### src/rtl/ifu_fetch_pkg.sv
// Shared constants and types for the instruction fetch unit.
// Covers the fetch FSM state encoding, the buffered {addr, inst} entry and the bubble instruction.
package ifu_fetch_pkg;

    localparam logic [31:0] INST_NOP         = 32'h0000_0013;
    localparam logic [31:0] RESET_PC_DEFAULT = 32'h0000_0000;

    typedef enum logic [1:0] {
        IDLE        = 2'd0,
        WAIT_GNT    = 2'd1,
        WAIT_RVALID = 2'd2
    } fetch_state_t;

    typedef struct packed {
        logic [31:0] addr;
        logic [31:0] inst;
    } fetch_entry_t;

    function automatic logic [31:0] word_align(input logic [31:0] a);
        return {a[31:2], 2'b00};
    endfunction

endpackage

### src/rtl/ifu_fifo.sv
// Small synchronous fetch buffer with push/pop/flush and an occupancy count.
// Flush wins over push and pop; pop on empty and push on full are ignored.
module ifu_fifo #(
    parameter int WIDTH = 64,
    parameter int DEPTH = 2
) (
    input  logic                         clk,
    input  logic                         rst,
    input  logic                         push,
    input  logic [WIDTH-1:0]             push_data,
    input  logic                         pop,
    input  logic                         flush,
    output logic [WIDTH-1:0]             head_data,
    output logic                         empty,
    output logic [$clog2(DEPTH+1)-1:0]   count
);

    localparam int PTR_W = (DEPTH > 1) ? $clog2(DEPTH) : 1;
    localparam int CNT_W = $clog2(DEPTH + 1);

    logic [WIDTH-1:0] mem [DEPTH];
    logic [PTR_W-1:0] rd_ptr;
    logic [PTR_W-1:0] wr_ptr;
    logic             do_push;
    logic             do_pop;

    function automatic logic [PTR_W-1:0] next_ptr(input logic [PTR_W-1:0] p);
        return (p == PTR_W'(DEPTH - 1)) ? '0 : p + PTR_W'(1);
    endfunction

    assign empty     = (count == '0);
    assign do_push   = push && (count != CNT_W'(DEPTH));
    assign do_pop    = pop && !empty;
    assign head_data = mem[rd_ptr];

    always_ff @(posedge clk) begin
        if (!rst || flush) begin
            rd_ptr <= '0;
            wr_ptr <= '0;
            count  <= '0;
        end else begin
            if (do_push) wr_ptr <= next_ptr(wr_ptr);
            if (do_pop)  rd_ptr <= next_ptr(rd_ptr);
            if (do_push && !do_pop)
                count <= count + CNT_W'(1);
            else if (do_pop && !do_push)
                count <= count - CNT_W'(1);
        end
    end

    always_ff @(posedge clk) begin
        if (rst && !flush && do_push)
            mem[wr_ptr] <= push_data;
    end

endmodule

### src/rtl/ifu_fetch.sv
// Instruction fetch: PC generation, single-outstanding ibus request FSM, kill on redirect,
// and the fetch buffer that feeds {inst, addr} to the IF/ID register.
module ifu_fetch
    import ifu_fetch_pkg::*;
#(
    parameter logic [31:0] RESET_PC   = RESET_PC_DEFAULT,
    parameter int          FIFO_DEPTH = 2
) (
    input  logic        clk,
    input  logic        rst,
    input  logic        jump_en_i,
    input  logic [31:0] jump_addr_i,
    input  logic        hold_flag_i,
    output logic        ibus_req_o,
    output logic [31:0] ibus_addr_o,
    input  logic        ibus_gnt_i,
    input  logic        ibus_rvalid_i,
    input  logic [31:0] ibus_rdata_i,
    output logic [31:0] inst_o,
    output logic [31:0] inst_addr_o,
    output logic        inst_valid_o
);

    localparam int CNT_W = $clog2(FIFO_DEPTH + 1);

    fetch_state_t     state;
    logic [31:0]      pc;
    logic [31:0]      req_addr;
    logic             kill;

    logic [CNT_W-1:0] fifo_count;
    logic             fifo_empty;
    logic [63:0]      head_raw;
    fetch_entry_t     head;
    fetch_entry_t     push_entry;
    logic             has_space;
    logic             issue;
    logic             push;
    logic             pop;

    // Nothing is outstanding while IDLE, so occupancy alone decides whether a slot is free.
    assign has_space   = (fifo_count < CNT_W'(FIFO_DEPTH));
    assign issue       = rst && (state == IDLE) && !jump_en_i && has_space;
    assign ibus_req_o  = issue || (rst && (state == WAIT_GNT));
    assign ibus_addr_o = (state == WAIT_GNT) ? req_addr : pc;

    assign push_entry  = '{addr: req_addr, inst: ibus_rdata_i};
    assign push        = (state == WAIT_RVALID) && ibus_rvalid_i && !kill && !jump_en_i;
    assign pop         = inst_valid_o && !hold_flag_i && !jump_en_i;

    assign head         = fetch_entry_t'(head_raw);
    assign inst_valid_o = !fifo_empty;
    assign inst_o       = fifo_empty ? INST_NOP : head.inst;
    assign inst_addr_o  = fifo_empty ? 32'h0    : head.addr;

    ifu_fifo #(
        .WIDTH (64),
        .DEPTH (FIFO_DEPTH)
    ) u_fifo (
        .clk       (clk),
        .rst       (rst),
        .push      (push),
        .push_data (push_entry),
        .pop       (pop),
        .flush     (jump_en_i),
        .head_data (head_raw),
        .empty     (fifo_empty),
        .count     (fifo_count)
    );

    always_ff @(posedge clk) begin
        if (!rst) begin
            state    <= IDLE;
            pc       <= RESET_PC;
            req_addr <= RESET_PC;
            kill     <= 1'b0;
        end else begin
            if (jump_en_i)
                pc <= word_align(jump_addr_i);
            case (state)
                IDLE: begin
                    if (issue) begin
                        req_addr <= pc;
                        if (ibus_gnt_i) begin
                            pc    <= pc + 32'd4;
                            state <= WAIT_RVALID;
                        end else begin
                            state <= WAIT_GNT;
                        end
                    end
                end
                WAIT_GNT: begin
                    // A redirect cannot withdraw the request; it is finished and its data discarded.
                    if (jump_en_i)
                        kill <= 1'b1;
                    if (ibus_gnt_i) begin
                        state <= WAIT_RVALID;
                        if (!kill && !jump_en_i)
                            pc <= req_addr + 32'd4;
                    end
                end
                WAIT_RVALID: begin
                    if (ibus_rvalid_i) begin
                        state <= IDLE;
                        kill  <= 1'b0;
                    end else if (jump_en_i) begin
                        kill <= 1'b1;
                    end
                end
                default: state <= IDLE;
            endcase
        end
    end

endmodule
### config.mk
export PLATFORM = sky130hd
export DESIGN_NAME = ifu_fetch
export DESIGN_NICKNAME = d
export VERILOG_FILES = /design/src/rtl/ifu_fetch_pkg.sv /design/src/rtl/ifu_fifo.sv /design/src/rtl/ifu_fetch.sv
export SDC_FILE = /design/constraint.sdc
export NUM_CORES = 1
export LEC_CHECK = 0
export CELL_PAD_IN_SITES_DETAIL_PLACEMENT = 0
export CELL_PAD_IN_SITES_GLOBAL_PLACEMENT = 1
export CORE_MARGIN = 10
export CORE_UTILIZATION = 35
export DETAILED_ROUTE_END_ITERATION = 7
export PLACE_DENSITY = 0.8
export RECOVER_POWER = 25
export REMOVE_ABC_BUFFERS = 1
export SETUP_SLACK_MARGIN = 0.1
export SYNTH_ARGS = -nofsm -noshare
export SYNTH_HDL_FRONTEND = slang
export SYNTH_SLANG_ARGS = --single-unit
### constraint.sdc
create_clock -name clk -period 7.3 [get_ports clk]
set_input_delay 1.46 -clock clk [delete_from_list [all_inputs] [get_ports clk]]
set_output_delay 1.46 -clock clk [all_outputs]
set_load 0.005 [all_outputs]
==> After elaboration in Yosys (flattened, before gate mapping) <==
Memory sizes are Yosys's and may differ from the RTL's. A register that Yosys moved wholly into a read port is not among the register bits.
Cells that the tools add are included.
{ "word_totals": {"reg_bits": 71, "ram_bits": 128, "in_bits": 70, "out_inout_bits": 98, "memories": 1} }
{ "op_classes": {"addsub": 6, "magnitude_cmp": 1, "n_eq_ne": 6, "muxes": 25, "n_reduce_logical": 31} }
{ "memory_table": {"columns": ["name", "depth", "word_bits", "rd", "rd_clocked_by_memory_dff", "write_ports", "line_no", "text"], "rows": [
  ["u_fifo.mem", 2, 64, 1, 1, 1, "ifu_fifo.sv:21", "logic [WIDTH-1:0] mem [DEPTH];"]
]} }
{ "ops": {"columns": ["operator", "count"], "rows": [
  ["two-way mux 32 bit", 8],
  ["adder 32 x 3 -> 32 bit, second input constant", 2],
  ["one-hot mux 32 bit (2 select lines)", 1],
  ["logical AND 1 bit", 16],
  ["two-way mux 2 bit", 6],
  ["two-way mux 1 bit", 8],
  ["inequality test 2 bit, second input constant", 4],
  ["zero test 1 bit", 7],
  ["one-hot mux 2 bit (3 select lines)", 1],
  ["zero test 2 bit", 2],
  ["nonzero test 2 bit", 2],
  ["AND reduction 3 bit", 1],
  ["adder 1 bit, second input constant", 2],
  ["adder 2 x 1 -> 2 bit, second input constant", 1],
  ["== test 2 x 1 -> 1 bit, second input constant", 1],
  ["== test 2 bit, second input constant", 1],
  ["logical OR 1 bit", 2],
  ["less-than comparator 2 bit, second input constant", 1],
  ["one-hot mux 1 bit (2 select lines)", 1],
  ["AND reduction 2 bit", 1],
  ["subtractor 2 x 1 -> 2 bit, second input constant", 1]
]} }

==> Logic depth before layout (Yosys ltp) <==
{ "logic_depth": {"ltp_word": 9, "depth_mapped": 9} }

==> Hierarchy <==
Synthesis repeated with hierarchy kept, for this count alone.
{ "unflattened": {"cells_unflattened": 903, "hier_area_um2": 9933.3} }
{ "by_module_without_submodules": {"columns": ["module", "instances", "cells_each", "area_each_um2", "seq_area_each_um2"], "rows": [
  ["ifu_fetch", 1, 677, 5083.6, 1341.3],
  ["ifu_fifo", 1, 226, 4849.7, 3943.8]
]} }

==> Worst setup path before layout <==
No wires, ideal clock.
{ "synth_timing": {"path_type": "input to register", "startpoint": "in jump_en_i", "endpoint": "mem u_fifo.mem[0][0] (enable)", "setup_time_ns": 0.486, "t_arrival_ns": 5.173, "t_required_ns": 6.814, "slack_ns": 1.640, "path_stages": 4, "path_buffers": 1, "path_cell_list": "buf_2 -> a2111oi_0 -> nand2_1 -> nor2_1"} }
{ "synth_via": {"elab_chain_len": 6, "word_cells_on_any_way": 7, "classes_between": "mux (2); reduce/logical (5)"} }
{ "synth_rtl": {"columns": ["item", "line_no", "text"], "rows": [
  ["from (decl)", "ifu_fetch.sv:11", "input logic jump_en_i,"],
  ["zero test 1 bit", "ifu_fetch.sv:48", "assign push = (state == WAIT_RVALID) && ibus_rvalid_i && !kill && !jump_en_i;"],
  ["logical AND 1 bit", "ifu_fetch.sv:48", null],
  ["logical AND 1 bit", "ifu_fifo.sv:32", "assign do_push = push && (count != CNT_W'(DEPTH));"],
  ["via u_fifo.do_push", "ifu_fifo.sv:24", "logic do_push;"],
  ["logical AND 1 bit", "ifu_fifo.sv:52", "if (rst && !flush && do_push)"],
  ["two-way mux 1 bit", "ifu_fifo.sv:52", null],
  ["two-way mux 1 bit (implied by the code)", "ifu_fifo.sv:53", "mem[wr_ptr] <= push_data;"],
  ["to (decl)", "ifu_fifo.sv:21", null]
]} }
The timed path passes the listed nets, and every way through them passes these cells.

==> Worst setup path after layout <==
{ "layout_timing": {"startpoint": "in rst", "endpoint": "out ibus_req_o"} }
{ "layout_via": {"elab_chain_len": 4, "word_cells_on_any_way": 5, "classes_between": "reduce/logical (5)"} }
{ "layout_rtl": {"columns": ["item", "line_no", "text"], "rows": [
  ["from (decl)", "ifu_fetch.sv:10", "input logic rst,"],
  ["logical AND 1 bit (3 in series)", "ifu_fetch.sv:43", "assign issue = rst && (state == IDLE) && !jump_en_i && has_space;"],
  ["logical OR 1 bit (*)", "ifu_fetch.sv:44", "assign ibus_req_o = issue || (rst && (state == WAIT_GNT));"],
  ["to (decl)", "ifu_fetch.sv:14", "output logic ibus_req_o,"]
]} }
Every way passes the cells marked *; elsewhere a longest branch is shown, timed or not.

==> results_dict.tcl <==
set metrics [dict create \
    hold_viol_final 0 \
    vias_per_cell 5.372 \
    drive_above_1_share 0.09439 \
    synth_edf_count 128 \
    min-delay-path-class "flip-flop to flip-flop" \
    setup_viol 0 \
    rows 61 \
    grt_max_degree 62 \
    cp.arrival_ps 3810 \
    cts_tree "done" \
    nets 1133 \
    wl_per_cell_um 19.55 \
    grt_first_pass_wirelength_mm 43.79 \
    netlist_instances 928 \
    ant_nets 0 \
    firstDrtPassIters 6 \
    drt_iter0_drc 668 \
    tns_ps 0 \
    dr_total_vias 7779 \
    seqCellArea_um2 5289 \
    cts-htree-levels 4 \
    dpl-instance-area_um2 11790 \
    fin_area_um2 12330 \
    wirelength_mm 28.31 \
    netlist.area_leader.share 0.3920 \
    nFillCells 2579 \
    cts_sinks 200 \
    drv_slew 0 \
    clock_latency_ps 440 \
    cp-end-kind "output pin" \
    max-slew-margin-rel 0.2258 \
    area_delta_synth_final_pct 25.80 \
    overflow 0 \
    synthFlopType "edfxtp_1" \
    rsz0062_at_grt "false" \
    path_clk_slew_ps 70 \
    core_um2 27710 \
    critPathLaunchType "input port" \
    multi_input_area_um2 4230 \
    p_per_area_nw_per_um2 198.1 \
    die-area_um2 35110 \
    synth.distinct_cells 65 \
    initial_core_util 0.3539 \
    n_antenna_cell 0 \
    fin_crit_sh 0.7223 \
    cts-hold-fix-buffers 0 \
    yosysSeqAreaShare 0.5391 \
    vdd_drop_max_uv 149.6 \
    antenna_found_initial 0 \
    async_flop_share 0 \
    avgSynthCellArea_um2 10.57 \
    status "finished clean" \
    post_cts_resized 0 \
    gp_congestion 0.8818 \
    drc 0 \
    synth_seq_cells 200 \
    cts_buffer_depth 2 \
    io_pins 168 \
    synth.area.top_cells "edfxtp_1 (39%), dfxtp_1 (15%), mux2i_1 (7.1%)" \
    fp.dieW_um 187.4 \
    synth_most_common_cell "edfxtp_1" \
    die_y_um 187.4 \
    tightest_slew_ps 1152 \
    clock_skew_ps 10.28 \
    drv_cap 0 \
    fmax_mhz 189.7 \
    io_buffers 165 \
    synthesis.area_um2 9804 \
    yosysTopAreaCell "edfxtp_1" \
    clock-root-buffer "clkbuf_16" \
    critPathKind "input port to output pin" \
    synth_warnings 0 \
    power.total_mw 2.443 \
    cts_buffers 17 \
    p_leak_nw 3.939 \
    cp.required_ps 5840 \
    grt_usage 0.1564 \
    synth.top_cells.by_count "edfxtp_1 (128), nand2_1 (103), nor2_1 (89)" \
    period_needed_ps 5273 \
    post_cts_buffers 0 \
    grt_pass1_vias 7391 \
    worst-path-max-fanout 35 \
    dpl.hpwl_mm 19.29 \
]
-- cells in the final DEF (no fill, tap or decap), types with 3 or more instances in the layout --
master / count
clkdlybuf4s50_1: 142
edfxtp_1: 128
nand2_1: 103
nor2_1: 87
dfxtp_1: 71
mux2i_1: 70
a21oi_1: 61
o21ai_0: 40
mux2_2: 37
dlygate4sd3_1: 22
nand3_1: 19
a31oi_1: 18
nand4_1: 17
clkbuf_16: 17
and4_1: 16
nor3_1: 15
buf_4: 14
inv_1: 13
xor2_1: 13
nor4_1: 11
or3_1: 11
o21a_1: 10
a22oi_1: 10
o31a_1: 8
and3_1: 8
nor2b_1: 8
nand2b_1: 7
xnor2_1: 7
a32oi_1: 5
ha_1: 5
and2_1: 4
inv_6: 4
clkinv_4: 4
or4_1: 3
a31o_2: 3
o31ai_1: 3
nand3b_1: 3
o22ai_1: 3
a222oi_1: 3
-- registers in the layout, summed over array words and instances (netlist names), named ones only --
signal / flops
pc: 32
req_addr: 32
u_fifo.mem: 128
state: 2
kill: 1
u_fifo.count: 2
u_fifo.wr_ptr: 1
u_fifo.rd_ptr: 1
-- metrics by stage --
step / worst slack, ps / cells / hold WS [ps] / utilization
2_1_floorplan: 379.9 / 859 / 437.8 / -
3_3_place_gp: 2016 / 1416 / 451.7 / 0.4256
3_5_place_dp: 2022 / 1416 / 464.7 / 0.4256
4_1_cts: 2017 / 1448 / 475.7 / 0.4452
5_1_grt: 1905 / 1448 / 516.3 / 0.4452
6_report: 2027 / 1448 / 472.8 / 0.4452
-- routing by layer --
metal / up-vias / share of wire / global-route usage
met1: 3731 / 0.45 / 0.2098
met5: - / 0 / 0
met2: 309 / 0.46 / 0.2426
li1: 3704 / - / -
met3: 35 / 0.073 / 0.03822
met4: 0 / 0.020 / 0.05015
-- cells by family after synthesis --
logic type	Yosys count	synth area share
AOI/OAI and AO/OA	181	0.1151
DFF	200	0.5391
xor gates and xnor gates	20	0.01787
muxes	107	0.1140
and+or+nand+nor	332	0.1723
buffers and inverters	82	0.03407
adders and majority gates	6	0.007657
-- report_power, final --
group | total, mW | leakage, nW | internal, mW | switching [mW]
Sequential | 1.27 | 1.82 | 1.22 | 0.0438
Combinational | 0.284 | 1.86 | 0.137 | 0.147
Clock | 0.894 | 0.260 | 0.446 | 0.448
-- cell type report --
type,count,share of cell area
repair buffers,179,0.1420
clock inverters,13,0.008825
well taps,378,0.03834
flip-flops and latches,200,0.4288
clock buffers,19,0.03510
multi-input cells,646,0.3430
inverters,13,0.003956
-- worst max-delay path: stages --
cell	delay, ps
clkdlybuf4s50_1	450
buf_4	240
nand2b_1	190
or3b_2	490
buf_4	280
nand2_1	130
clkdlybuf4s50_1	550
-- final timing paths --
kind | from | end | slack [ps] | cells past startpoint
max | rst | ibus_req_o | 2030 | 7
min | pc[0]$_SDFFE_PN0P_ | req_addr[0]$_SDFFE_PN0P_ | 470 | 2
max reg2reg | state[0]$_SDFFE_PN0P_ | u_fifo.mem[0][40]$_DFFE_PP_ | 3940 | 7
min reg2reg | pc[0]$_SDFFE_PN0P_ | req_addr[0]$_SDFFE_PN0P_ | 470 | 2
(Power assumes the default switching activity.)
